## src/rtl/fft_pkg.sv

```systemverilog
// Shared types and helpers for the radix-4 FFT output mixer sequencer.
package fft_pkg;

    localparam int RADIX = 4;

    typedef enum logic {
        IDLE,
        RUN
    } state_e;

    function automatic int digitsOf(input int addr);
        return addr / 2 + 1;
    endfunction

    // Sum of base-4 digits, kept mod 4 by the 2-bit accumulator wrap.
    function automatic logic [1:0] digitSumMod4(input logic [31:0] v);
        logic [1:0] acc;
        acc = 2'd0;
        for (int i = 0; i < 16; i++) begin
            acc = acc + v[2*i +: 2];
        end
        return acc;
    endfunction

endpackage

```

## src/rtl/fft_mix_addr_gen.sv

```systemverilog
// Combinational per-bank write address generator for one butterfly.
module fft_mix_addr_gen
    import fft_pkg::*;
#(
    parameter int ADDR      = 4,
    parameter int STAGE_BIT = 3
) (
    input  logic [ADDR-1:0]      j,
    input  logic [STAGE_BIT-1:0] s,
    input  logic [1:0]           sel,
    output logic [ADDR-1:0]      addr0,
    output logic [ADDR-1:0]      addr1,
    output logic [ADDR-1:0]      addr2,
    output logic [ADDR-1:0]      addr3
);

    localparam int IW = ADDR + 2;

    logic [IW-1:0]      jx;
    logic [STAGE_BIT:0] sh;
    logic [STAGE_BIT:0] shHi;
    logic [IW-1:0]      hi;
    logic [IW-1:0]      lo;
    logic [IW-1:0]      idx [RADIX];
    logic [ADDR-1:0]    addrM [RADIX];

    always_comb begin
        jx   = IW'(j);
        sh   = {s, 1'b0};
        shHi = sh + (STAGE_BIT+1)'(2);
        hi   = (jx >> sh) << shHi;
        lo   = jx & ((IW'(1) << sh) - IW'(1));
        for (int m = 0; m < RADIX; m++) begin
            idx[m]   = hi | (IW'(m) << sh) | lo;
            addrM[m] = idx[m][IW-1:2];
        end
    end

    // Bank b receives output m = (b - sel) mod 4.
    assign addr0 = addrM[2'd0 - sel];
    assign addr1 = addrM[2'd1 - sel];
    assign addr2 = addrM[2'd2 - sel];
    assign addr3 = addrM[2'd3 - sel];

endmodule

```

## src/rtl/fft_output_mix_ctrl.sv

```systemverilog
// Radix-4 FFT output rotation mixer sequencer.
// Optional sticky error flag oERR with FFT_OUTPUT_MIX_CTRL_ERR_EN.
module fft_output_mix_ctrl
    import fft_pkg::*;
#(
    parameter int ADDR      = 4,
    parameter int STAGE_BIT = 3
) (
    input  logic                 iCLK,
    input  logic                 iRESET,
    input  logic                 iSTART,
    input  logic [STAGE_BIT-1:0] iSTAGE,
    input  logic                 iVALID,
    output logic [1:0]           oSEL,
    output logic                 oWR_EN,
    output logic [ADDR-1:0]      oWR_ADDR0,
    output logic [ADDR-1:0]      oWR_ADDR1,
    output logic [ADDR-1:0]      oWR_ADDR2,
    output logic [ADDR-1:0]      oWR_ADDR3,
    output logic                 oBUSY,
`ifdef FFT_OUTPUT_MIX_CTRL_ERR_EN
    output logic                 oERR,
`endif
    output logic                 oDONE
);

    localparam int            LAST_STAGE = ADDR / 2;
    localparam logic [ADDR-1:0] J_MAX    = '1;

    state_e               state;
    state_e               nextState;
    logic [ADDR-1:0]      j;
    logic [STAGE_BIT-1:0] s;
    logic                 accept;
    logic                 fire;
    logic                 last;
    logic [ADDR-1:0]      genA0;
    logic [ADDR-1:0]      genA1;
    logic [ADDR-1:0]      genA2;
    logic [ADDR-1:0]      genA3;

    assign accept = (state == IDLE) && iSTART
                  && (int'(iSTAGE) <= LAST_STAGE);
    assign fire   = (state == RUN) && iVALID;
    assign last   = fire && (j == J_MAX);
    assign oBUSY  = (state == RUN);
    assign oSEL   = oBUSY ? digitSumMod4(32'(j)) : 2'd0;

    fft_mix_addr_gen #(
        .ADDR      (ADDR),
        .STAGE_BIT (STAGE_BIT)
    ) uAddrGen (
        .j     (j),
        .s     (s),
        .sel   (oSEL),
        .addr0 (genA0),
        .addr1 (genA1),
        .addr2 (genA2),
        .addr3 (genA3)
    );

    always_ff @(posedge iCLK or negedge iRESET) begin
        if (!iRESET) state <= IDLE;
        else         state <= nextState;
    end

    always_comb begin
        nextState = state;
        unique case (state)
            IDLE: if (accept) nextState = RUN;
            RUN:  if (last)   nextState = IDLE;
            default: nextState = IDLE;
        endcase
    end

    always_ff @(posedge iCLK or negedge iRESET) begin
        if (!iRESET) begin
            j         <= '0;
            s         <= '0;
            oWR_EN    <= 1'b0;
            oDONE     <= 1'b0;
            oWR_ADDR0 <= '0;
            oWR_ADDR1 <= '0;
            oWR_ADDR2 <= '0;
            oWR_ADDR3 <= '0;
        end else begin
            if (accept) begin
                j <= '0;
                s <= iSTAGE;
            end else if (fire) begin
                j <= j + 1'b1;
            end
            oWR_EN <= fire;
            oDONE  <= last;
            // Addresses hold between writes.
            if (fire) begin
                oWR_ADDR0 <= genA0;
                oWR_ADDR1 <= genA1;
                oWR_ADDR2 <= genA2;
                oWR_ADDR3 <= genA3;
            end
        end
    end

`ifdef FFT_OUTPUT_MIX_CTRL_ERR_EN
    logic errEvent;
    assign errEvent = (state == IDLE) && ((iSTART && !accept) || iVALID);

    always_ff @(posedge iCLK or negedge iRESET) begin
        if (!iRESET)       oERR <= 1'b0;
        else if (accept)   oERR <= 1'b0;
        else if (errEvent) oERR <= 1'b1;
    end
`endif

endmodule

```

## config.mk

```make
export PLATFORM = sky130hd
export DESIGN_NAME = fft_output_mix_ctrl
export DESIGN_NICKNAME = d
export VERILOG_FILES = /design/src/rtl/fft_pkg.sv /design/src/rtl/fft_mix_addr_gen.sv /design/src/rtl/fft_output_mix_ctrl.sv
export SDC_FILE = /design/constraint.sdc
export NUM_CORES = 1
export LEC_CHECK = 0
export ABC_AREA = 0
export CORE_MARGIN = 2
export CORE_UTILIZATION = 35
export DETAILED_ROUTE_END_ITERATION = 16
export GPL_ROUTABILITY_DRIVEN = 0
export HOLD_SLACK_MARGIN = 0.06
export PLACE_DENSITY_LB_ADDON = 0.12
export SLEW_MARGIN = 5
export SYNTH_ARGS = -nofsm -noshare
export SYNTH_HDL_FRONTEND = slang
export SYNTH_SLANG_ARGS = --single-unit
```

## constraint.sdc

```tcl
create_clock -name iCLK -period 4.5 [get_ports iCLK]
set_input_delay 0.45 -clock iCLK [delete_from_list [all_inputs] [get_ports iCLK]]
set_output_delay 0.45 -clock iCLK [all_outputs]
set_load 0.05 [all_outputs]
```

=== After elaboration in Yosys (flattened, before gate mapping) ===
Index checks and enable logic that the tools add are counted.

* Multiplexer cells: 18
* Div/mod/pow operators: 0
* Shifts and indexed selects: 6
* Add/subtract/negate cells: 8
* Bitwise logic cells: 14
* Reduce and logical (&&, ||, !) cells: 5
* $mul: 0
* Eq/ne operators: 1
* Order comparisons: 5

{| class="wikitable"
|+ Operators by type and width
! operator !! count
|-
| $or A6 B6 Y6 || 8
|-
| $mux W4 || 10
|-
| $bmux W4 S2 || 4
|-
| $ge A3 B3 Y1 const B || 4
|-
| $not A2 Y3 || 4
|-
| $shl A1 B4 Y6 const A || 2
|-
| $shl A2 B4 Y6 const A || 2
|-
| $and A4 B6 Y6 || 1
|-
| $shl A6 B4 Y6 || 1
|-
| $shr A4 B4 Y6 || 1
|-
| $sub A6 B1 Y6 const B || 1
|-
| $add A4 B1 Y4 const B || 1
|-
| $add A4 B2 Y4 const B || 1
|-
| $eq A4 B4 Y1 const B || 1
|-
| $logic_and A1 B1 Y1 || 4
|-
| $sub A1 B2 Y2 const A || 2
|-
| $sub A2 B2 Y2 const A || 2
|-
| $le A3 B2 Y1 const B || 1
|-
| $add A2 B2 Y2 || 1
|-
| $mux W1 || 2
|-
| $mux W2 || 1
|-
| $pmux W1 S2 || 1
|-
| $reduce_bool A2 Y1 || 1
|-
| $not A1 Y1 || 1
|}

* Latch bits: 0
* Logic and storage cells: 66
* ROM bits: 0
* Flip-flop bits (word level): 26
* Memories: 0
* Output and inout bits: 21
* Input port bits: 7
* RAM bits: 0

=== Logic depth before layout (Yosys ltp) ===
Gate-level depths: netlist of the first run.

* Word-level depth: 7
* Gate-level depth with buffers: 9
* Depth with buffers taken out: 8

=== Modules after synthesis ===
From an unflattened synthesis of the first run, not the netlist that was laid out.

* Cell total of the unflattened synthesis: 113
* Area total of the unflattened synthesis: 1323.8 µm²

{| class="wikitable"
|+ Modules (own cells, without submodules)
! module !! times used !! cells an instance !! area each (µm²) !! seq. area each (µm²)
|-
| fft_output_mix_ctrl || 1 || 75 || 1052.3 || 650.6
|-
| fft_mix_addr_gen || 1 || 38 || 271.5 || 0.0
|}

=== Worst setup path before layout of the first run ===
OpenSTA, ideal clock, no wires.

* Path kind: register to output
* Start: register j[0]
* End: output oSEL[1]
* Arrival: 1.422 ns
* Slack: 2.628 ns
* Cell stages (with the launch flop): 5
* Required time: 4.050 ns
* Path through: dfrtp_1 ha_1 xnor2_1 xnor2_1 and2_1

* Longest elaborated chain between the ends: 2

{| class="wikitable"
|+ Ends and longest elaborated chain
! element !! RTL line !! source
|-
| start, declared || fft_output_mix_ctrl.sv:32 || <nowiki>logic [ADDR-1:0] j;</nowiki>
|-
| start signal, assigned || fft_output_mix_ctrl.sv:91 || <nowiki>j <= j + 1'b1;</nowiki>
|-
| $add A2 B2 Y2 || fft_pkg.sv:20 || <nowiki>acc = acc + v[2*i +: 2];</nowiki>
|-
| $mux W2 || fft_output_mix_ctrl.sv:47 || <nowiki>assign oSEL = oBUSY ? digitSumMod4(32'(j)) : 2'd0;</nowiki>
|-
| end, declared || fft_output_mix_ctrl.sv:14 || <nowiki>output logic [1:0] oSEL,</nowiki>
|}

No other way between the ends.

=== Final worst setup path of the first run ===
Same ends and word-level chain as after synthesis.

==> flow_summary.yaml, run 1 <==
worst_setup_path:
  crit_fanout: 6
  crit_arrival_ns: 2.36
  reg2reg_slack_ns: 2.56
  worstSetupPathType: "reg2out"
  cp-startpoint: "j[0]$_DFFE_PN0P_"
  end_kind: "output port"
  startpoint_type: "flop"
  r2r-start: "s[1]$_DFFE_PN0P_"
  required_ns: 4.05
timing:
  tightest_slew_ns: 1.03
  finClkSkew_ns: 0.00297
  fin_crit_ns: 2.81
  setup_viol: 0
  timing.final.ws_setup_ns: 1.69
  max_freq_ghz: 0.356
  period_share_pct: 62.5
  hold_ws_ns: 0.501
  rsz0062_at_grt: "false"
  final_hold_viol_count: 0
  tns_ns: 0
  slew_headroom_pct: 31.0
  finalMaxSlewViolations: 0
cts:
  post_cts_resized: 0
  clkLatencyLatePin_ns: 0.32
  numCtsBuffers: 3
  htreeDepth: 1
  hold_buffers: 0
  path_clk_slew_ns: 0.13
  cts.sinks: 23
  cts_max_path_buffers: 2
  cts_root_buf: "clkbuf_4"
  cts_tree: "yes"
  postCtsSetupRepairBufs: 0
logic_synthesis:
  ys_types: 29
  synth_fp_nets: 136
  syn_area_um2: 1180
  synth_top_cell_area_share_pct: 48.7
  yosys_register_bits: 23
  syn_area_per_cell_um2: 9.68
  ys_top_cells_by_area: "dfrtp_1 (49%), ha_1 (7.4%), a21oi_1 (6.4%)"
  synthCells: 122
  synth_seq_area_share_pct: 48.7
  ys_warn_count: 0
  yosysTopAreaCell: "dfrtp_1"
global_route:
  grt_pass1_wl_um: 3960
  grt_antenna_before_repair: 0
  grt.total_usage_pct: 14.4
  grt_util_met2_pct: 23.7
  grt_max_degree: 24
  gr-usage-met3_pct: 2.48
  busiest_layer: "met2"
  use_met1_pct: 18.8
  grt-ovfl-total: 0
  grt_pass1_vias: 891
routing:
  ant_nets: 0
  routed_wl_um: 2430
  drt-vias-per-instance: 4.73
  num_vias: 909
  dr.pass1.iters: 4
  drc: 0
  drt_iter0_markers: 29
  wl_per_cell_um: 12.6
layout:
  syn_to_final_growth_pct: 26.0
  n_antenna_cell: 0
  fillers: 316
  layout_commonest_cell: "clkdlybuf4s50_1"
  final_cell_mix: "clkdlybuf4s50_1 (27), dfrtp_1 (23), nor2_1 (15), a21oi_1 (15), nand2_1 (11)"
  nets: 161
  drive_gt1_share_pct: 6.16
  multiInputGateArea_um2: 534
  ff_latch_area_um2: 576
placed_design:
  hpwl_um: 1790
  dp_slack_ns: 2.05
  io_buffer_count: 27
floorplan:
  num_rows: 21
  die_h_um: 62.1
  dieArea_um2: 3860
  core-area_um2: 3280
  ioPinCount: 28
  die_x_um: 62.1
  initial_utilization_pct: 36.0
status:
  status: "completed"
worst_hold_path:
  hold_start: "oWR_ADDR0[3]$_DFFE_PN0P_"
  hp-class: "reg2reg"
run:
  maxCapViolCount: 0
## cells in the mapped netlist (all sizes together)
master   n
and3     2
nor3     1
nand4    2
nand2   12
or3b     1
a21oi   16
nand3b   1
clkbuf   2
a31oi    1
nor2    15
a21o     1
inv      6
xnor3    1
a211oi   1
dfrtp   23
nand2b   1
a32oi    1
xnor2    6
o22a     1
ha       7
nor2b    4
xor2     1
o21ai    9
and2     2
buf      5
## kinds of logic after synthesis
kind of cell / count (synthesis) / synth area share, %
flops: 23 / 48.7
simple gates: 41 / 16.4
compound gates: 30 / 14.2
xor+xnor: 8 / 7.20
fa+ha+maj: 7 / 7.41
buf+inv: 13 / 6.04
## registers in the layout, indices dropped and copies added (netlist names)
register and flops:
j 4, oWR_ADDR1 4, oWR_ADDR2 4, oWR_ADDR0 3, s 3, oWR_ADDR3 2
oBUSY 1, oDONE 1, oWR_EN 1
## per-stage QoR
step	std cells	cell area, um2	utilization [%]
after floorplan	122	1180	-
after CTS	192	1490	45.3
after global routing	192	1490	45.3
final	192	1490	45.3
after global placement	188	1460	44.5
after detailed placement	188	1460	44.5
## layer usage
layer / vias up / wire length (um)
li1: 455 / -
met1: 424 / 1160
met2: 25 / 1130
met3: 5 / 92
met4: 0 / 42
met5: - / 0
## layout make-up
class | count | area share [%]
clock inverter | 1 | 0.336
clock buffer | 3 | 1.51
inverter | 6 | 1.51
sequential | 23 | 38.7
multi-input combinational | 86 | 35.9
tap | 46 | 3.87
timing repair buffer | 27 | 18.2
## worst paths after layout
check                                                end  cells past startpoint
worst min register to register  oWR_ADDR0[3]$_DFFE_PN0P_                      2
max in group asynchronous                oBUSY$_DFF_PN0_                      1
worst max-delay path                             oSEL[1]                      5
worst max register to register  oWR_ADDR2[0]$_DFFE_PN0P_                      8
worst min-delay path            oWR_ADDR0[3]$_DFFE_PN0P_                      2
min in group asynchronous       oWR_ADDR2[3]$_DFFE_PN0P_                      1
## critical path: stages, from the launching register on
cell,delay (ns)
dfrtp_1,0.46
ha_1,0.25
xnor2_1,0.14
xnor2_1,0.22
and2_1,0.17
clkdlybuf4s50_1,0.80
Power of run 1 is not shown: default switching activity piles up to over one toggle a cycle in this logic, so the estimate is an artifact.
==> inputs of run 2 (changes only) <==
- clock period: 4.5 -> 2.6 ns (I/O delays scaled with it)
==> run 2 against run 1 <==
- critical path depth down 2
- via count shrank 1.1%
- cell count rose by 0.52%
- cell area increased by 0.34%
- sequential cell count unchanged
==> flow_summary.yaml, run 2 (synthesized netlist as in run 1, its figures left out) <==
cts:
  hold_buffers: 0
  htreeDepth: 1
  cts_tree: "yes"
  cts.sinks: 23
  path_clk_slew_ns: 0.12
  clkLatencyLatePin_ns: 0.31
  numCtsBuffers: 3
  cts_max_path_buffers: 2
  cts_root_buf: "clkbuf_4"
  postCtsSetupRepairBufs: 0
routing:
  dr.pass1.iters: 4
  drt-vias-per-instance: 4.66
  drt_iter0_markers: 9
  routed_wl_um: 2410
  wl_per_cell_um: 12.5
  drc: 0
  num_vias: 899
  ant_nets: 0
floorplan:
  dieArea_um2: 3860
  die_x_um: 62.1
  die_h_um: 62.1
  initial_utilization_pct: 36.0
  num_rows: 21
  ioPinCount: 28
  core-area_um2: 3280
timing:
  finClkSkew_ns: 0.00223
  fin_crit_ns: 2.39
  tns_ns: 0
  final_hold_viol_count: 0
  slew_headroom_pct: 66.8
  max_freq_ghz: 0.418
  period_share_pct: 92.1
  finalMaxSlewViolations: 0
  tightest_slew_ns: 0.496
  setup_viol: 0
  rsz0062_at_grt: "false"
worst_setup_path:
  critPathSlowestCell: "clkdlybuf4s50_1"
  crit_fanout: 6
  crit_family: "buffers and inverters"
  crit_chain: "ha_1 > and2_1 > clkdlybuf4s50_1"
  startpoint_type: "flop"
  critPathMaxStageDelay_ns: 0.80
  worstSetupPathType: "reg2out"
  end_kind: "output port"
  crit_arrival_ns: 2.13
  path_buf_inv: 1
  required_ns: 2.34
layout:
  reg_top3: "j x4, oWR_ADDR1 x4, oWR_ADDR2 x4"
  fillers: 343
  layout_commonest_cell: "clkdlybuf4s50_1"
  final_cell_mix: "clkdlybuf4s50_1 (26), dfrtp_1 (23), nor2_1 (15), a21oi_1 (15), nand2_1 (11)"
  final_util_pct: 45.4
  syn_to_final_growth_pct: 26.4
  drive_gt1_share_pct: 6.12
  n_antenna_cell: 0
  stdcell_count: 193
  nets: 162
placed_design:
  dp.cells: 189
  io_buffer_count: 27
  hpwl_um: 1790
global_route:
  grt_pass1_wl_um: 4020
  grt_antenna_before_repair: 0
  grt_pass1_vias: 886
  grt-ovfl-total: 0
  grt_max_degree: 24
  grt.total_usage_pct: 14.5
run:
  maxCapViolCount: 0
worst_hold_path:
  hp-class: "in2async"
status:
  status: "completed"
run 2: area by class of cell:
type | count | area, um2 | share of cell area [%]
clock buffers | 4 | 26.3 | 1.76
flip-flops and latches | 23 | 576 | 38.6
multi-input cells | 86 | 534 | 35.8
repair buffers | 28 | 277 | 18.5
inverters | 6 | 22.5 | 1.51
well taps | 46 | 57.6 | 3.86
run 2: worst paths after layout:
check / end / slack (ns) / cells past startpoint / start
max: oSEL[0] / 0.21 / 3 / j[0]$_DFFE_PN0P_
min: oWR_ADDR0[3]$_DFFE_PN0P_ / 0.29 / 2 / iRESET
max reg2reg: oWR_ADDR2[0]$_DFFE_PN0P_ / 0.66 / 8 / s[1]$_DFFE_PN0P_
min reg2reg: oWR_ADDR2[3]$_DFFE_PN0P_ / 0.50 / 2 / oWR_ADDR2[3]$_DFFE_PN0P_
max in group asynchronous: oDONE$_DFF_PN0_ / 2.08 / 2 / iRESET
min in group iCLK: oWR_ADDR2[3]$_DFFE_PN0P_ / 0.50 / 2 / oWR_ADDR2[3]$_DFFE_PN0P_
run 2: stage by stage:
stage                     hold slack, ns  worst slack, ns  cell area (um2)
after floorplan                  -0.0356            0.918             1180
after global placement             0.471            0.375             1470
after detailed placement           0.475            0.336             1470
after CTS                          0.293            0.190             1490
after global routing               0.304           0.0901             1490
final                              0.290            0.205             1490
run 2: metal layers:
metal / vias up / wire (um) / global-route usage [%]
li1: 453 / - / -
met1: 420 / 1130 / 19.3
met2: 22 / 1150 / 23.5
met3: 4 / 89 / 2.48
met4: 0 / 38 / 5.47
met5: - / 0 / 0
run 2: repair_timing:
item,CTS,global route
endpoints found under the hold margin,0,0
gates resized for setup,1,0
setup endpoints to repair,1,0
run 2: worst register-to-register path: cells and delay by family, from the launching register on:
kind / cells / cell delay, ns
buf+inv: 2 / 0.16
simple gates: 1 / 0.39
flops: 1 / 0.46
fa+ha+maj: 2 / 0.41
compound gates: 3 / 0.40
Power of run 2 is left out for the same reason.
